**src/rtl/de_port_arbiter_pkg.sv**
```systemverilog
// Shared drawing-engine definitions for the frame-store port arbiter.
// Holds the frame-store bus widths and the arbiter state encoding.
package de_port_arbiter_pkg;

  localparam int DE_ADDR_W  = 18;
  localparam int DE_DATA_W  = 32;
  localparam int DE_NBYTE_W = 4;

  typedef enum logic {
    ARB_IDLE  = 1'b0,
    ARB_GRANT = 1'b1
  } arb_state_e;

endpackage

```
**src/rtl/de_port_arbiter_rr_pick.sv**
```systemverilog
// Round-robin winner selection (purely combinational).
// Ports:
//   req_i   - NREQ-bit request vector
//   ptr_i   - slot index where the search starts
//   idx_o   - first requesting slot at or above ptr_i, wrapping modulo NREQ
//   valid_o - high when at least one slot is requesting
module de_port_arbiter_rr_pick
  import de_port_arbiter_pkg::*;
#(
  parameter int NREQ  = 4,
  parameter int IDX_W = 2
) (
  input  logic [NREQ-1:0]  req_i,
  input  logic [IDX_W-1:0] ptr_i,
  output logic [IDX_W-1:0] idx_o,
  output logic             valid_o
);

  // One extra bit so ptr+k never overflows before the modulo-NREQ wrap.
  localparam int PW = IDX_W + 1;

  logic [PW-1:0]    pos_s;
  logic [IDX_W-1:0] cand_s;

  // Scan NREQ candidate positions from ptr_i upward; the first hit wins.
  always_comb begin
    idx_o   = '0;
    valid_o = 1'b0;
    pos_s   = '0;
    cand_s  = '0;
    for (int k = 0; k < NREQ; k++) begin
      pos_s = {1'b0, ptr_i} + PW'(k);
      // Explicit wrap keeps non-power-of-2 NREQ inside the valid range.
      if (pos_s >= PW'(NREQ)) begin
        pos_s = pos_s - PW'(NREQ);
      end else begin
        pos_s = pos_s;
      end
      cand_s = pos_s[IDX_W-1:0];
      if (!valid_o && req_i[cand_s]) begin
        valid_o = 1'b1;
        idx_o   = cand_s;
      end else begin
        valid_o = valid_o;
      end
    end
  end

endmodule

```
**src/rtl/de_port_arbiter.sv**
```systemverilog
// Frame-store drawing-port arbiter: shares one de_* port between NREQ
// drawing engines, round-robin, rotating after a release or MAX_BURST acks.
// Ports:
//   clk, rst            - clock (rising edge), asynchronous active-high reset
//   rq_req/rq_ack       - per-slot request / acknowledge
//   rq_addr/nbyte/rnw/wdata - per-slot transfer fields, packed slot-major
//   rq_rdata            - frame-store read data, broadcast to every slot
//   de_*                - single frame-store port driven from the owner slot
//   grant               - registered one-hot owner, zero when idle
//   busy                - high while a slot holds the port
module de_port_arbiter
  import de_port_arbiter_pkg::*;
#(
  parameter int NREQ      = 4,
  parameter int MAX_BURST = 16,
  parameter int CNT_W     = 5
) (
  input  logic                       clk,
  input  logic                       rst,
  input  logic [NREQ-1:0]            rq_req,
  output logic [NREQ-1:0]            rq_ack,
  input  logic [NREQ*DE_ADDR_W-1:0]  rq_addr,
  input  logic [NREQ*DE_NBYTE_W-1:0] rq_nbyte,
  input  logic [NREQ-1:0]            rq_rnw,
  input  logic [NREQ*DE_DATA_W-1:0]  rq_wdata,
  output logic [DE_DATA_W-1:0]       rq_rdata,
  output logic                       de_req,
  input  logic                       de_ack,
  output logic [DE_ADDR_W-1:0]       de_addr,
  output logic [DE_NBYTE_W-1:0]      de_nbyte,
  output logic                       de_rnw,
  output logic [DE_DATA_W-1:0]       de_w_data,
  input  logic [DE_DATA_W-1:0]       de_r_data,
  output logic [NREQ-1:0]            grant,
  output logic                       busy
);

  localparam int IDX_W = (NREQ > 1) ? $clog2(NREQ) : 1;

  arb_state_e       state_q, state_d;
  logic [IDX_W-1:0] owner_q, owner_d;
  logic [IDX_W-1:0] rr_ptr_q, rr_ptr_d;
  logic [CNT_W-1:0] beat_q, beat_d;
  logic [NREQ-1:0]  grant_q, grant_d;
  logic [IDX_W-1:0] pick_idx_s;
  logic             pick_valid_s;
  logic             owner_req_s;
  logic             last_beat_s;

  function automatic logic [IDX_W-1:0] next_idx(input logic [IDX_W-1:0] idx);
    if (idx == IDX_W'(NREQ - 1)) begin
      next_idx = '0;
    end else begin
      next_idx = idx + IDX_W'(1);
    end
  endfunction

  function automatic logic [NREQ-1:0] onehot(input logic [IDX_W-1:0] idx);
    onehot      = '0;
    onehot[idx] = 1'b1;
  endfunction

  de_port_arbiter_rr_pick #(
    .NREQ  (NREQ),
    .IDX_W (IDX_W)
  ) u_rr_pick (
    .req_i   (rq_req),
    .ptr_i   (rr_ptr_q),
    .idx_o   (pick_idx_s),
    .valid_o (pick_valid_s)
  );

  assign owner_req_s = rq_req[owner_q];
  assign last_beat_s = (beat_q == CNT_W'(MAX_BURST - 1));

  // Arbiter state registers.
  always_ff @(posedge clk or posedge rst) begin
    if (rst) begin
      state_q  <= ARB_IDLE;
      owner_q  <= '0;
      rr_ptr_q <= '0;
      beat_q   <= '0;
      grant_q  <= '0;
    end else begin
      state_q  <= state_d;
      owner_q  <= owner_d;
      rr_ptr_q <= rr_ptr_d;
      beat_q   <= beat_d;
      grant_q  <= grant_d;
    end
  end

  // Next-state: pick a winner in IDLE, count beats and release in GRANT.
  always_comb begin
    state_d  = state_q;
    owner_d  = owner_q;
    rr_ptr_d = rr_ptr_q;
    beat_d   = beat_q;
    grant_d  = grant_q;
    case (state_q)
      ARB_IDLE: begin
        if (pick_valid_s) begin
          state_d = ARB_GRANT;
          owner_d = pick_idx_s;
          beat_d  = '0;
          grant_d = onehot(pick_idx_s);
        end else begin
          grant_d = '0;
        end
      end
      ARB_GRANT: begin
        // A dropped request releases at once; otherwise release on the
        // final acknowledged beat so a busy slot cannot starve the others.
        if (!owner_req_s) begin
          state_d  = ARB_IDLE;
          rr_ptr_d = next_idx(owner_q);
          grant_d  = '0;
        end else if (de_ack && last_beat_s) begin
          state_d  = ARB_IDLE;
          rr_ptr_d = next_idx(owner_q);
          grant_d  = '0;
        end else if (de_ack) begin
          beat_d = beat_q + CNT_W'(1);
        end else begin
          beat_d = beat_q;
        end
      end
      default: begin
        state_d = ARB_IDLE;
        grant_d = '0;
      end
    endcase
  end

  // Frame-store request and per-slot acknowledge follow the owner only in GRANT.
  always_comb begin
    de_req = 1'b0;
    rq_ack = '0;
    if (state_q == ARB_GRANT) begin
      de_req          = owner_req_s;
      rq_ack[owner_q] = de_ack;
    end else begin
      de_req = 1'b0;
      rq_ack = '0;
    end
  end

  assign de_addr   = rq_addr[int'(owner_q)*DE_ADDR_W +: DE_ADDR_W];
  assign de_nbyte  = rq_nbyte[int'(owner_q)*DE_NBYTE_W +: DE_NBYTE_W];
  assign de_rnw    = rq_rnw[owner_q];
  assign de_w_data = rq_wdata[int'(owner_q)*DE_DATA_W +: DE_DATA_W];
  assign rq_rdata  = de_r_data;
  assign grant     = grant_q;
  assign busy      = (state_q == ARB_GRANT);

endmodule

```
**config.mk**
```make
export PLATFORM = sky130hd
export DESIGN_NAME = de_port_arbiter
export DESIGN_NICKNAME = d
export VERILOG_FILES = /design/src/rtl/de_port_arbiter_pkg.sv /design/src/rtl/de_port_arbiter_rr_pick.sv /design/src/rtl/de_port_arbiter.sv
export SDC_FILE = /design/constraint.sdc
export NUM_CORES = 1
export LEC_CHECK = 0
export CORE_AREA = 5 5 134 136
export DETAILED_ROUTE_END_ITERATION = 8
export DIE_AREA = 0 0 139 141
export GPL_ROUTABILITY_DRIVEN = 0
export PLACE_DENSITY = 0.63
export SLEW_MARGIN = 20
export SYNTH_ARGS = -nofsm -noshare
export SYNTH_HDL_FRONTEND = slang
export SYNTH_SLANG_ARGS = --single-unit
```
**constraint.sdc**
```tcl
create_clock -name clk -period 4.45 [get_ports clk]
set_clock_uncertainty 0.15 [all_clocks]
set_input_delay 0.445 -clock clk [delete_from_list [all_inputs] [get_ports clk]]
set_output_delay 0.445 -clock clk [all_outputs]
set_load 0.01 [all_outputs]
```
==> impl_metrics.json <==
{
  "run_status": "complete, no violations",
  "routed-via-count": 2749,
  "num_io_pins": 356,
  "totalWireLength_mm": 14.6,
  "drt_iter0_drc": 88,
  "clock_sink_count": 14,
  "total_of_max_cap_violations": 0,
  "routedWlPerCell_um": 22.3,
  "final_min_period_over_clock_period_pct": 68.9,
  "placed_area_sq_mm": 0.00528,
  "port-buffer-count": 291,
  "power_per_cell_area_mw_per_mm2": 437,
  "floorplan.initialDensity_pct": 14.0,
  "portion_of_the_post_synthesis_area_used_by_sequential_elements_pct": 14.9,
  "fp.dieH_um": 141,
  "fp.coreArea_sq_mm": 0.0168,
  "relSlewSlack_pct": 57.8,
  "area_growth_syn_to_layout_pct": 128,
  "ant_nets": 0,
  "floorplan.die.width_um": 139,
  "ctsHoldBuffers": 0,
  "grt_start_max_net_pins": 42,
  "worst_r2r_path_depth": 4,
  "finalCriticalPeriod_ns": 3.07,
  "synth-async-reset-ratio_pct": 100,
  "cts_inserted_buffers": 3,
  "avgViaCountPerCell": 4.19,
  "design_area_sq_mm": 0.00537,
  "cts_resized": 0,
  "critPathMaxFanout": 35,
  "row_count": 48,
  "clock_tree.htree_level_count": 1,
  "min_path_type": "reg2reg",
  "report.final.hold_viol_count": 0,
  "postSynthRegisterBits": 14,
  "reg2reg_to": "rr_ptr_q[1]",
  "syn_area_sq_mm": 0.00236,
  "cts.path.max_buffers": 2,
  "synth-edff-count": 0,
  "track_usage_pct": 14.2,
  "grt_setup_unrepaired": "no",
  "drive_gt1_share_pct": 15.8,
  "cts.root.buffer_cell": "sky130_fd_sc_hd__clkbuf_16",
  "totalNegativeSetupSlack_ns": 0,
  "first_pass_grt_wire_length_mm": 21.1,
  "startpoint_of_the_most_critical_register_to_register_path": "owner_q[0]",
  "maxSlewViolCount": 0,
  "setup_ws_ns": 1.38,
  "detailedRoute.firstPassIterationCount": 6,
  "ys.warnings.count": 0,
  "worst-endpoint-required_ns": 3.86,
  "report.final.setup_viol": 0,
  "clk_transition_reported_paths_ns": 0.05,
  "grt_antenna_before_repair": 6,
  "tritoncts_clock_tree": "done",
  "worst_hold_startpoint": "beat_q[4]",
  "fmax_mhz": 326,
  "fill_cells": 1690,
  "ys_dominant_reg_cell": "sky130_fd_sc_hd__dfrtp_1",
  "critical_path.endpoint": "de_addr[16]",
  "synth_net_count": 445,
  "synth.avg_cell_area_sq_um": 13.1,
  "criticalPathCategory": "reg2out",
  "estimated_wirelength_of_the_detail_placed_design_mm": 13.0,
  "number_of_global_route_vias_before_repair": 3031,
  "crit_path_end_kind": "primary output",
  "place_ws_ns": 1.59,
  "clkLatencyLatePin_ns": 0.24,
  "total_leakage_power_nw": 1.94,
  "yosysUniqueCellTypes": 33,
  "final_net_count": 696,
  "area_of_the_die_sq_mm": 0.0196,
  "slew_at_the_pin_with_the_worst_max_slew_slack_ns": 0.632,
  "timing.critical_path.arrival_ns": 2.47,
  "count_of_mapped_cells_out_of_synthesis": 180,
  "final_core_util_pct": 31.9,
  "grt_total_ovfl": 0,
  "max-vdd-ir-drop_mv": 0.312,
  "setup.worst_path.start": "owner_q[1]",
  "count_of_buffers_added_by_post_cts_timing_repair_for_setup": 0,
  "r2r_setup_slack_ns": 2.09,
  "timing.critical_path.from_type": "flop",
  "detail_route.drc_violations": 0
}
[kinds of logic (layout without fill, tap and decap cells)]
kind of cell	after synthesis	count (layout)	share of synthesized area (%)
mux	59	59	54.9
buf+inv	55	305	14.2
simple gates	25	25	6.42
compound gates	21	21	6.42
flops	14	14	14.9
fa+ha+maj	6	6	3.18
other cells	0	1	0
[placed cells by master, fill, tap and decap left out, drive strengths merged, types with 3 or more instances in the layout]
cell type      synthesis  routed
dfrtp                 14      14
nor2                   4       4
inv                    8       8
and3                   5       5
a21o                   3       3
nand2                  4       4
a21oi                  3       3
ha                     6       6
mux4                  56      56
clkbuf                 3       4
clkdlybuf4s50          0     291
o21ai                  3       3
[stage by stage]
| stage | std cells | power, mW | hold WS, ns |
|---|---|---|---|
| 6_report | 656 | 2.35 | 0.344 |
| 5_1_grt | 656 | 2.50 | 0.375 |
| 4_1_cts | 655 | 2.39 | 0.351 |
| 3_5_place_dp | 651 | 2.18 | 0.340 |
| 3_3_place_gp | 651 | 2.16 | 0.332 |
| 2_1_floorplan | 180 | 1.26 | 0.184 |
[synth_stat cells, drive strengths merged, types with 2 or more instances]
master	n	area (sq um)
a21o	3	22.5
a21oi	3	15.0
a22o	2	17.5
and2	2	12.5
and3	5	31.3
buf	44	294
clkbuf	3	11.3
dfrtp	14	350
ha	6	75.1
inv	8	30.0
mux2	2	22.5
mux4	56	1260
nand2	4	15.0
nand2b	2	12.5
nand3	2	10.0
nor2	4	15.0
nor2b	2	12.5
o211ai	2	15.0
o21ai	3	15.0
o2bb2ai	2	17.5
[registers in the layout, indices dropped and copies added (netlist names)]
signal,cells
beat_q,5
busy,1
grant,4
owner_q,2
rr_ptr_q,2
[report_power, final]
group | switching (mW) | internal, mW
clock network | 0.0510 | 0.136
logic | 0.672 | 1.17
registers | 0.143 | 0.176
total | 0.866 | 1.48
[worst max-delay path, stage by stage (launching register included)]
cell                              delay (ns)
sky130_fd_sc_hd__dfrtp_2                0.77
sky130_fd_sc_hd__buf_4                  0.52
sky130_fd_sc_hd__mux4_2                 0.41
sky130_fd_sc_hd__clkdlybuf4s50_1        0.50
[how the worst min path moves through the flow]
stage | to | slack (ns) | depth (start not counted)
detailed placement | beat_q[4] | 0.34 | 2
finish | beat_q[4] | 0.34 | 2
floorplan | beat_q[0] | 0.18 | 1
CTS | beat_q[4] | 0.35 | 2
global route | grant[1] | 0.37 | 1
global placement | beat_q[4] | 0.33 | 2
[layout make-up]
type	instances	area, sq um	share of cell area, %
Timing Repair Buffer	293	2940	54.8
Clock buffer	4	88.8	1.65
Antenna cell	1	2.50	0.0466
Sequential cell	14	355	6.62
Inverter	8	30.0	0.559
Tap cell	225	282	5.24
Multi-Input combinational cell	111	1670	31.1
[per-layer routing]
metal | track usage, % | vias up | wire length (um)
li1 | - | 1208 | -
met2 | 22.4 | 166 | 6700
met4 | 1.80 | 10 | 127
met1 | 18.6 | 1346 | 6220
met3 | 6.41 | 19 | 1540
met5 | 0 | - | 62
Note: power is estimated with default switching activity, not from simulation.
